File: config.mk
export PLATFORM = sky130hd
export DESIGN_NAME = bsg_router_crossbar_packet_arb
export DESIGN_NICKNAME = d
export VERILOG_FILES = /design/src/rtl/bsg_router_crossbar_packet_arb_pkg.sv /design/src/rtl/bsg_router_rr_pick.sv /design/src/rtl/bsg_router_crossbar_packet_arb.sv
export SDC_FILE = /design/constraint.sdc
export NUM_CORES = 1
export LEC_CHECK = 0
export CAP_MARGIN = 20
export CORE_AREA = 5 5 53 55
export CTS_CLUSTER_SIZE = 40
export DETAILED_ROUTE_END_ITERATION = 10
export DIE_AREA = 0 0 58 60
export PLACE_DENSITY = 0.65
export SLEW_MARGIN = 15
export SYNTH_ARGS = -nofsm -noshare
export SYNTH_HDL_FRONTEND = slang
export SYNTH_SLANG_ARGS = --single-unit
File: constraint.sdc
create_clock -name clk_i -period 1.8 [get_ports clk_i]
set_input_delay 0.18 -clock clk_i [delete_from_list [all_inputs] [get_ports clk_i]]
set_output_delay 0.18 -clock clk_i [all_outputs]
set_load 0.02 [all_outputs]
File: src/rtl/bsg_router_crossbar_packet_arb_pkg.sv
// Shared types and helpers for the packet-aware crossbar output arbiter.
// Holds the arbiter state encoding and the round-robin index increment.
package bsg_router_crossbar_packet_arb_pkg;

    typedef enum logic {
        eIdle = 1'b0,
        eBusy = 1'b1
    } bsg_router_pkt_arb_state_e;

    // Next round-robin index after idx, wrapping at n (n need not be a power of two).
    function automatic int wrap_inc(input int idx, input int n);
        return (idx + 1 >= n) ? 0 : idx + 1;
    endfunction

endpackage

File: src/rtl/bsg_router_rr_pick.sv
// Rotating-priority picker: first valid input scanning from ptr_i upward with wrap.
// Latency: combinational. Backpressure: none, pure selection logic.
module bsg_router_rr_pick #(
    parameter int i_els_p    = 2,
    parameter int id_width_p = (i_els_p > 1) ? $clog2(i_els_p) : 1
) (
    input  logic [i_els_p-1:0]    valid_i,
    input  logic [id_width_p-1:0] ptr_i,
    output logic [i_els_p-1:0]    sel_one_hot_o,
    output logic [id_width_p-1:0] sel_id_o,
    output logic                  v_o
);

    logic [id_width_p:0]   w_sum;
    logic [id_width_p-1:0] w_idx;

    always_comb begin
        sel_one_hot_o = '0;
        sel_id_o      = '0;
        v_o           = 1'b0;
        w_sum         = '0;
        w_idx         = '0;
        for (int k = 0; k < i_els_p; k++) begin
            // Extra sum bit keeps ptr+k from overflowing before the wrap subtract.
            w_sum = {1'b0, ptr_i} + (id_width_p+1)'(k);
            if (w_sum >= (id_width_p+1)'(i_els_p))
                w_sum = w_sum - (id_width_p+1)'(i_els_p);
            w_idx = w_sum[id_width_p-1:0];
            if (!v_o && valid_i[w_idx]) begin
                v_o      = 1'b1;
                sel_id_o = w_idx;
            end
        end
        if (v_o)
            sel_one_hot_o[sel_id_o] = 1'b1;
    end

endmodule

File: src/rtl/bsg_router_crossbar_packet_arb.sv
// Round-robin output arbiter that locks onto one input for a whole multi-flit packet.
// Latency: zero cycles, output muxed combinationally. Backpressure: ready_and_i fans to granted input only.
module bsg_router_crossbar_packet_arb
    import bsg_router_crossbar_packet_arb_pkg::*;
#(
    parameter int i_els_p     = 2,
    parameter int width_p     = 10,
    parameter int len_width_p = 3
) (
    input  logic                              clk_i,
    input  logic                              reset_i,
    input  logic [i_els_p-1:0]                valid_i,
    input  logic [i_els_p-1:0][width_p-1:0]   data_i,
    output logic [i_els_p-1:0]                ready_and_o,
    output logic                              valid_o,
    output logic [width_p-1:0]                data_o,
    input  logic                              ready_and_i,
    output logic [i_els_p-1:0]                grant_o,
    output logic                              locked_o
);

    localparam int id_width_lp = (i_els_p > 1) ? $clog2(i_els_p) : 1;

    bsg_router_pkt_arb_state_e state_r, state_n;
    logic [id_width_lp-1:0]    rr_ptr_r, rr_ptr_n;
    logic [id_width_lp-1:0]    lock_r, lock_n;
    logic [len_width_p-1:0]    count_r, count_n;

    logic [i_els_p-1:0]        w_pick_one_hot;
    logic [id_width_lp-1:0]    w_pick_id;
    logic                      w_pick_v;
    logic                      w_busy;
    logic [id_width_lp-1:0]    w_sel_id;
    logic [i_els_p-1:0]        w_grant;
    logic                      w_any;
    logic                      w_xfer;
    logic [len_width_p-1:0]    w_len;

    bsg_router_rr_pick #(
        .i_els_p    (i_els_p),
        .id_width_p (id_width_lp)
    ) u_pick (
        .valid_i       (valid_i),
        .ptr_i         (rr_ptr_r),
        .sel_one_hot_o (w_pick_one_hot),
        .sel_id_o      (w_pick_id),
        .v_o           (w_pick_v)
    );

    always_comb begin
        w_busy   = (state_r == eBusy);
        w_sel_id = w_busy ? lock_r : w_pick_id;
        w_grant  = '0;
        if (w_busy)
            w_grant[lock_r] = 1'b1;
        else
            w_grant = w_pick_one_hot;
        w_any = w_busy ? valid_i[lock_r] : w_pick_v;
        if (reset_i) begin
            w_grant = '0;
            w_any   = 1'b0;
        end
        w_xfer      = w_any & ready_and_i;
        w_len       = data_i[w_sel_id][len_width_p-1:0];

        valid_o     = w_any;
        data_o      = data_i[w_sel_id];
        grant_o     = w_grant;
        ready_and_o = w_grant & {i_els_p{ready_and_i}};
        locked_o    = w_busy & ~reset_i;

        state_n  = state_r;
        rr_ptr_n = rr_ptr_r;
        lock_n   = lock_r;
        count_n  = count_r;
        case (state_r)
            eIdle: begin
                if (w_xfer) begin
                    if (w_len == '0) begin
                        rr_ptr_n = id_width_lp'(wrap_inc(int'(w_pick_id), i_els_p));
                    end else begin
                        state_n = eBusy;
                        lock_n  = w_pick_id;
                        count_n = w_len;
                    end
                end
            end
            eBusy: begin
                if (w_xfer) begin
                    count_n = count_r - len_width_p'(1);
                    if (count_r == len_width_p'(1)) begin
                        state_n  = eIdle;
                        rr_ptr_n = id_width_lp'(wrap_inc(int'(lock_r), i_els_p));
                    end
                end
            end
            default: state_n = eIdle;
        endcase
    end

    always_ff @(posedge clk_i) begin
        if (reset_i) begin
            state_r  <= eIdle;
            rr_ptr_r <= '0;
            lock_r   <= '0;
            count_r  <= '0;
        end else begin
            state_r  <= state_n;
            rr_ptr_r <= rr_ptr_n;
            lock_r   <= lock_n;
            count_r  <= count_n;
        end
    end

endmodule
After elaboration in Yosys (flattened, before gate mapping)
Index checks and enable logic that the tools add are counted.
{"block": "totals", "regBits": 6, "input_bits": 25, "out_inout_bits": 16, "wordCells": 81}
{"block": "op_classes", "n_addsub": 6, "magnitude_cmp": 11, "n_eq_ne": 6, "n_mux": 40, "bitwise_logic": 6, "reduce_logical": 8}
{"op": "$mux W1", "count": 27}
{"op": "$mux W10", "count": 2}
{"op": "$lt A1 B2 Y1 const B", "count": 5}
{"op": "$mux W3", "count": 3}
{"op": "$add A1 B1 Y2 const B", "count": 3}
{"op": "$ge A2 B2 Y1 const B", "count": 3}
{"op": "$mux W2", "count": 3}
{"op": "$ne A2 B2 Y1 const B", "count": 3}
{"op": "$pmux W3 S2", "count": 1}
{"op": "$reduce_and A3 Y1", "count": 2}
{"op": "$ne A2 B1 Y1 const B", "count": 2}
{"op": "$pmux W1 S2", "count": 2}
{"op": "$reduce_and A4 Y1", "count": 1}
{"op": "$eq A3 B1 Y1 const B", "count": 1}
{"op": "$logic_and A1 B1 Y1", "count": 3}
{"op": "$logic_not A3 Y1", "count": 1}
{"op": "$not A1 Y1", "count": 3}
{"op": "$sub A3 B1 Y3 const B", "count": 1}
{"op": "$and A1 B1 Y1", "count": 2}
{"op": "$and A2 B2 Y2", "count": 1}
{"op": "$demux W1 S1", "count": 2}
{"op": "$ge A1 B1 Y1 const B", "count": 2}
{"op": "$ge A1 B2 Y1 const B", "count": 1}
{"op": "$sub A1 B1 Y1 const B", "count": 2}
{"op": "$logic_not A1 Y1", "count": 1}

Longest topological paths before layout
Gate-level depths: netlist of run 1.
{"block": "depth", "ltp_word": 16, "ltp_mapped": 6}

Hierarchy
A second synthesis of run 1 with hierarchy kept.
{"block": "unflattened", "cells_unflattened": 79, "hier_area_um2": 684.4}
{"mod": "bsg_router_crossbar_packet_arb", "instances": 1, "cells_each": 74, "area_each_um2": 651.9}
{"mod": "bsg_router_rr_pick", "instances": 1, "cells_each": 5, "area_each_um2": 32.5}

Worst setup path after synthesis of run 1
OpenSTA, ideal clock, no wires.
{"block": "synth_path", "path_type": "reg-to-output", "start": "register rr_ptr_r", "end": "output ready_and_o[0]", "t_arrival_ns": 1.632, "required_ns": 1.620, "slack_ns": -0.012, "stages_incl_launch_ff": 5, "path_cell_list": "dfxtp_1 nand2b_2 a31o_4 nor3_1 and2_1"}
{"block": "synth_between", "elab_chain_cells": 16, "word_cells_on_any_way": 26, "cone_classes": "add/sub: 3; order compare: 4; mux: 15; bitwise: 1; reduce/logical: 3"}
{"item": "from (decl)", "line_no": "bsg_router_crossbar_packet_arb.sv:25", "source": "logic [id_width_lp-1:0] rr_ptr_r, rr_ptr_n;"}
{"item": "from (signal assigned)", "line_no": "bsg_router_crossbar_packet_arb.sv:109", "source": "rr_ptr_r <= rr_ptr_n;"}
{"item": "$ge A1 B2 Y1 / $sub A1 B1 Y1 (equally long branches)", "line_no": "bsg_router_rr_pick.sv:26, bsg_router_rr_pick.sv:27"}
{"item": "$mux W1", "line_no": "bsg_router_rr_pick.sv:26", "source": "if (w_sum >= (id_width_p+1)'(i_els_p))"}
{"item": "$mux W1 (not written as such) (2 in series)", "line_no": "bsg_router_rr_pick.sv:29", "source": "if (!v_o && valid_i[w_idx]) begin"}
{"item": "$mux W1", "line_no": "bsg_router_rr_pick.sv:29"}
{"item": "$logic_not A1 Y1", "line_no": "bsg_router_rr_pick.sv:29"}
{"item": "$logic_and A1 B1 Y1", "line_no": "bsg_router_rr_pick.sv:29"}
{"item": "$mux W1", "line_no": "bsg_router_rr_pick.sv:29"}
{"item": "$lt A1 B2 Y1 (not written as such) / $ge A1 B1 Y1 (equally long branches)", "line_no": "bsg_router_rr_pick.sv:35", "source": "sel_one_hot_o[sel_id_o] = 1'b1;"}
{"item": "$logic_and A1 B1 Y1 (not written as such)", "line_no": "bsg_router_rr_pick.sv:35"}
{"item": "$mux W1 (not written as such)", "line_no": "bsg_router_rr_pick.sv:35"}
{"item": "$demux W1 S1"}
{"item": "$mux W2 *", "line_no": "bsg_router_rr_pick.sv:34", "source": "if (v_o)"}
{"item": "$mux W2 *", "line_no": "bsg_router_crossbar_packet_arb.sv:54", "source": "if (w_busy)"}
{"item": "$mux W2 *", "line_no": "bsg_router_crossbar_packet_arb.sv:59", "source": "if (reset_i) begin"}
{"item": "named net grant_o[0]", "line_no": "bsg_router_crossbar_packet_arb.sv:18", "source": "output logic [i_els_p-1:0] grant_o,"}
{"item": "$and A2 B2 Y2 *", "line_no": "bsg_router_crossbar_packet_arb.sv:69", "source": "ready_and_o = w_grant & {i_els_p{ready_and_i}};"}
{"item": "to (decl)", "line_no": "bsg_router_crossbar_packet_arb.sv:14", "source": "output logic [i_els_p-1:0] ready_and_o,"}
The timed path passes the listed nets; every way through them passes the cells marked *. The select of a mux whose other input is x is not followed.

Worst setup path in the final report of run 1
{"block": "layout_path", "start": "register state_r", "end": "output ready_and_o[0]"}
{"block": "layout_between", "elab_chain_cells": 3}
{"item": "from (decl)", "line_no": "bsg_router_crossbar_packet_arb.sv:24", "source": "bsg_router_pkt_arb_state_e state_r, state_n;"}
{"item": "from (signal assigned)", "line_no": "bsg_router_crossbar_packet_arb.sv:103", "source": "state_r <= eIdle;"}
{"item": "from (signal assigned)", "line_no": "bsg_router_crossbar_packet_arb.sv:108", "source": "state_r <= state_n;"}
{"item": "$mux W2", "line_no": "bsg_router_crossbar_packet_arb.sv:54"}
{"item": "$mux W2", "line_no": "bsg_router_crossbar_packet_arb.sv:59"}
{"item": "$and A2 B2 Y2", "line_no": "bsg_router_crossbar_packet_arb.sv:69"}
Every way passes these cells.

==> key figures, run 1 <==
Finish
  • Final #Nets: around 160
  • Finished Layout Cells: 160
  • Final Instance Area: ~0.0013 sq mm
  • Diodes inserted: 0
  • Share of layout cells above drive strength 1: 0.4615
  • Final core occ: 0.5369
  • Area Growth Syn to Fin: 95.53%
  • Most frequent cells in the layout: 22 x clkdlybuf4s50_1, 22 x buf_4, 10 x mux2_2

Worst setup path
  • Top delay family on crit path: simple AND/OR/NAND/NOR gates
  • Crit-path max cell delay: approximately 0.34 ns
  • Critical path class: flop to output pin
  • CP Data Arrival Time: about 1.6 ns
  • Critical Path RT: between 1.5 and 2 ns
  • Worst Path Buf+Inv: 2
  • Most frequent CP cell: buf_4
  • CP max stage cell: dfxtp_2
  • Element type at the critical path start: flop
  • Critical-path maximum fanout: 7
  • CP Capture Type: output pin
  • Worst path cell trace: and2_4 -> a31o_4 -> buf_4 -> nor3_2 -> and2_1 -> buf_4

Timing
  • Minimum clock period: between 1.5 and 2 ns
  • Setup violations, final: 0
  • Hold slack: roughly 0.47 ns
  • Final Hold Viols: 0
  • Clk_skew: roughly 0.0056 ns
  • Worst-Margin Slew: roughly 0.43 ns
  • Achievable Freq: ~570 MHz
  • RSZ-0062 raised after global routing: yes
  • Post-route clock period utilization: 0.9693
  • Slew Viols, Final: 0
  • Max-Slew Margin vs Limit: 0.7124

Detailed routing
  • Met3 WL: around 80 um
  • Drt drc: 0
  • Avg WL per Cell: ~14 um
  • Met2 wire len: 1116 um
  • Highest metal used: met4
  • M1 wire length: 1063 um
  • DRT iter0 DRCs: 10
  • Drt pass-1 iters: 4
  • Routed WL: about 2300 um
  • Final ANT Viol Nets: 0
  • DR vias/cell: approximately 4.8
  • Via count: roughly 770

Placement
  • GP Congestion: roughly 0.88
  • DPL Wire Length: around 1800 um
  • Placed Cells: 153
  • Placed cell areas: roughly 0.0012 sq mm
  • IO Port Bufs: 40

Clock tree
  • Cts hold-fix bufs: 0
  • Clock transition at path regs: 0.05 ns
  • Clock Sinks: 6
  • Max clock buf depth: 2
  • CTS H-tree depth: 1
  • CTS tree: done
  • CTS buffer count: 3
  • Clk_lat worst skew: 0.24 ns
  • Clock Tree Root: clkbuf_4

Floorplanning
  • Cell row count: 18
  • Initial core utilization: 0.2746
  • # IOs: approximately 40
  • Die width: just under 60 um
  • Chip height: 60 um
  • Core ar.: around 0.0023 sq mm
  • Total die area: roughly 0.0035 sq mm

Yosys
  • Ys Warns: 0
  • Syn Nets: between 90 and 100
  • Mapped Area: roughly 640 sq um
  • Register area share after synthesis: 0.1868
  • Syn Inst Count: just under 70
  • Yosys reg bits: 6
  • Count of cell types in the netlist: 34
  • Post-synthesis area per instance: between 9 and 10 sq um

Pwr
  • Clock share of power: 0.210
  • Flop pwr share: 0.264
  • Part of the power in combinational logic: 0.526
  • Leakage power: 0.5395 nW
  • Switching power share of the total: 0.3271
  • NetSw: 0.0001848 W
  • Int Pwr: between 0.0003 and 0.0004 W
  • PwrDens: around 450 mW/mm^2
  • VDD IR max: between 0.3 and 0.4 mV
  • Overall Power: 0.0005650 W

Global routing
  • GRT Residual Overflow: 0
  • Initial antenna violation count: 0
  • Largest net degree at the start of global routing: 9
  • First-pass GRT wire length: about 3800 um
  • Gr usage total: 0.1434
  • Number of global-route vias before repair: 815

Job
  • # Max-Cap Violations: 0

Worst hold path
  • HP Class: flop to flop

Run status
  • Status: completed
worst paths after layout:
kind	startpoint	end	slack (ns)	depth (start not counted)
worst min-delay path	count_r[1]	count_r[1]	0.47	2
worst max register to register	rr_ptr_r	rr_ptr_r	0.17	6
worst min register to register	count_r[1]	count_r[1]	0.47	2
worst max-delay path	state_r	ready_and_o[0]	0.06	6
worst reg2reg max path, delay by kind of cell (launching register included):
kind	cells	cell delay, ns
AND/OR/NAND/NOR	2	0.47
flip-flops	1	0.30
buffers and inverters	1	0.16
AO/OA/AOI/OAI	3	0.64
routing by layer:
| metal | vias to the layer above | global-route usage |
|---|---|---|
| li1 | 387 | - |
| met1 | 365 | 0.1894 |
| met2 | 18 | 0.2194 |
| met3 | 2 | 0.04968 |
| met4 | 0 | 0.04305 |
| met5 | - | 0 |
power by group through the flow:
stage / Combinational (W) / Clock (W) / Sequential [W]
2_1_floorplan: 0.000139 / 0 / 0.000148
3_3_place_gp: 0.000296 / 0 / 0.000150
3_5_place_dp: 0.000298 / 0 / 0.000150
4_1_cts: 0.000298 / 0.000126 / 0.000149
5_1_grt: 0.000318 / 0.000137 / 0.000150
6_report: 0.000297 / 0.000119 / 0.000149
final cells by class:
class                           count  area [sq um]
Clock buffer                        3         22.52
Timing Repair Buffer               60         530.5
Multi-Input combinational cell     56         525.5
Fill cell                         243          1085
Sequential cell                     6         122.6
Inverter                            5         18.77
Tap cell                           30         37.54
state kept, by name (all words and copies together), names as in the netlist:
name,count
rr_ptr_r,1
state_r,1
count_r,3
lock_r,1
per-stage QoR:
stage | setup slack [ns] | TNS (ns)
CTS | -0.01791 | -0.02450
floorplan | 0.2008 | 0
finish | 0.05532 | 0
detailed placement | -0.3840 | -5.441
global route | -0.02288 | -0.02334
global placement | -0.3694 | -5.240
logic make-up after synthesis:
logic type	count (synthesis)	synth area share
adders and majority gates	2	0.03890
buffers and inverters	7	0.05447
DFF	6	0.1868
muxes	12	0.2062
AOI/OAI and AO/OA	18	0.2899
and+or+nand+nor	23	0.2238
synth_stat cells:
cell type,number,share of area
a2111oi_4,1,0.043
nand2b_2,1,0.014
a41oi_1,1,0.014
nor3_1,4,0.031
mux2i_1,2,0.031
nand2_1,3,0.018
a311oi_2,1,0.023
nor3_4,1,0.025
nand2b_1,2,0.019
or3_1,1,0.0097
or3b_2,1,0.014
dfxtp_1,6,0.19
or2_4,1,0.014
inv_1,5,0.029
a21oi_1,3,0.023
and2_1,3,0.029
a31oi_1,1,0.0097
and3_1,1,0.0097
and4_1,1,0.014
buf_2,1,0.0078
ha_1,2,0.039
nand3_1,2,0.016
mux2_2,10,0.18
o21ai_1,1,0.0078
o22ai_1,1,0.0097
o21a_1,1,0.012
a31o_4,1,0.027
a32o_1,1,0.016
buf_6,1,0.018
a21boi_2,1,0.018
a2111oi_2,1,0.023
nor2_1,2,0.012
o21ai_0,3,0.023
o2111ai_4,1,0.041
repair_timing:
| item | in CTS | in global routing |
|---|---|---|
| pin swaps | 1 | 2 |
| gates resized for setup | 43 | 11 |
| gates cloned | 1 | 0 |
| endpoints found under the setup margin | 16 | 16 |
| setup buffers | 2 | 1 |
No activity file was read; power rests on OpenSTA's default activity.
==> run 2: changes to the inputs <==
Settings changed: ABC_CLOCK_PERIOD_IN_PS from default to 1800, REMOVE_ABC_BUFFERS from default to 1.
==> key figures, run 2 (synthesis results as in run 1) <==
Floorplanning
  • Total die area: approximately 0.0035 sq mm
  • # IOs: 41
  • Die width: between 50 and 60 um
  • Chip height: around 60 um
  • Core ar.: about 0.0023 sq mm
  • Initial core utilization: 0.2746
  • Cell row count: 18

Finish
  • Commonest non-fill, non-tap cell in the layout: clkdlybuf4s50_1
  • Most frequent cells in the layout: 22 x clkdlybuf4s50_1, 19 x buf_4, 10 x mux2_2, 10 x buf_2
  • Finished Layout Cells: approximately 160
  • Share of layout cells above drive strength 1: 0.4733
  • Area Growth Syn to Fin: 96.50%
  • Multi-input logic area: about 520 sq um
  • Largest register FFs: 3
  • Register area: about 120 sq um
  • Diodes inserted: 0
  • Final #Nets: 160
  • Largest register by flop count: count_r
  • # fillers: between 200 and 250

Placement
  • GP Congestion: between 0.7 and 0.8
  • IO Port Bufs: 40
  • DPL Wire Length: 1909 um
  • Placed Cells: between 150 and 200

Global routing
  • Gr usage total: 0.1332
  • First-pass GRT wire length: between 3000 and 4000 um
  • GR Util met2: 0.2548
  • M3 GR Usage: 0.02592
  • Initial antenna violation count: 0
  • GRT Residual Overflow: 0
  • Number of global-route vias before repair: 750
  • Busiest grt layer: met2
  • Met1 usage: 0.1550
  • Largest net degree at the start of global routing: 11

Worst setup path
  • Critical Path RT: between 1.5 and 2 ns
  • CP Data Arrival Time: around 1.6 ns
  • Critical-path maximum fanout: 6
  • R2R depth: 8
  • CP max stage cell: dfxtp_1
  • Crit-path max cell delay: just over 0.3 ns
  • Critical path class: flop to output pin
  • Element type at the critical path start: flop
  • R2R Path End: count_r[0]
  • R2R Setup Slk: about 0.080 ns
  • Top delay family on crit path: flip-flops
  • Worst path cell trace: nand2b_2 -> a31o_4 -> buf_12 -> mux2_2 -> buf_2
  • CP Capture Type: output pin
  • R2r startpoint: lock_r
  • Worst Path Buf+Inv: 2

Clock tree
  • CTS H-tree depth: 1
  • Clock Tree Root: clkbuf_4
  • Cts hold-fix bufs: 0
  • Clock transition at path regs: 0.05 ns
  • Clk_lat worst skew: 0.25 ns
  • CTS tree: done
  • Clock Sinks: 6
  • Max clock buf depth: 2
  • CTS buffer count: 3

Detailed routing
  • Routed WL: roughly 2300 um
  • Drt pass-1 iters: 4
  • DR vias/cell: between 4 and 5
  • Drt drc: 0
  • Via count: 761
  • Avg WL per Cell: about 14 um
  • DRT iter0 DRCs: 9
  • Final ANT Viol Nets: 0

Pwr
  • Leakage power: approximately 0.53 nW
  • Overall Power: approximately 0.00058 W
  • PwrDens: approximately 460 mW/mm^2
  • VDD IR max: roughly 0.46 mV

Timing
  • Hold slack: 0.4686 ns
  • Setup violations, final: 0
  • Final Hold Viols: 0
  • Max-Slew Margin vs Limit: 0.7063
  • Sum Neg Setup Slack: 0 ns
  • Worst-Margin Slew: approximately 0.44 ns
  • Achievable Freq: between 500 and 600 MHz
  • Post-route clock period utilization: 0.9756
  • Clk_skew: approximately 0.0057 ns
  • RSZ-0062 raised after global routing: no
  • Slew Viols, Final: 0
  • Minimum clock period: 1.756 ns

Worst hold path
  • HP Class: input port to flop
  • Hold Path Origin: data_i[1]
  • Hold Path Depth: 4
  • Worst hold endpoint: count_r[1]

Job
  • # Max-Cap Violations: 0

Run status
  • Status: completed
## run 2: cell count changes in the layout (fill, tap and decap cells not counted), sizes merged
cell	before	now
a31o	2	1
buf	23	34
clkbuf	7	5
clkdlybuf4s15	6	1
dlygate4sd2	2	1
dlymetal6s2s	3	2
## run 2: report_power, final
group / switching [W] / internal, W
Combinational: 0.000138 / 0.000171
Clock: 0.0000502 / 0.0000755
Sequential: 0.00000579 / 0.000142
Total: 0.000194 / 0.000388
## run 2: final cells by class
cell class              instances  area share
well taps                      30     0.02970
inverters                       5     0.01485
multi-input cells              55      0.4109
flip-flops and latches          6     0.09604
repair buffers                 62      0.4307
clock buffers                   3     0.01782
## run 2: through the flow
stage               area [sq um]  worst slack [ns]  utilization
detailed placement          1232           -0.4486       0.5262
global route                1264          0.004058       0.5395
CTS                         1217          0.002062       0.5198
global placement            1232           -0.3895       0.5262
floorplan                  626.9           -0.2984            -
finish                      1264           0.04394       0.5395
## run 2: worst max path at each step
| stage | from | end | cells past startpoint |
|---|---|---|---|
| 2_1_floorplan | state_r | ready_and_o[0] | 4 |
| 3_3_place_gp | valid_i[0] | ready_and_o[0] | 6 |
| 3_5_place_dp | valid_i[0] | ready_and_o[0] | 6 |
| 4_1_cts | rr_ptr_r | ready_and_o[0] | 5 |
| 5_1_grt | rr_ptr_r | data_o[1] | 5 |
| 6_report | rr_ptr_r | data_o[1] | 5 |
## run 2: layer usage
| metal | vias up | wire length, um |
|---|---|---|
| met5 | - | 0 |
| met4 | 0 | 0 |
| met3 | 0 | 112 |
| met2 | 18 | 1238 |
| met1 | 356 | 940 |
| li1 | 387 | - |
## run 2: repair_timing
action                                 in CTS  in global routing
setup endpoints to repair                  16                 14
pin swaps                                   1                  7
gates cloned                                0                  0
endpoints found under the hold margin       0                  0
gates resized for setup                    53                 19
setup buffers                               1                  3
## run 2: worst register-to-register path: stages (launching register included)
cell	delay (ns)
dfxtp_1	0.30
buf_4	0.14
or3b_4	0.39
buf_4	0.15
o2111ai_4	0.14
nor3_4	0.10
buf_4	0.15
nand2b_1	0.13
a31oi_1	0.16
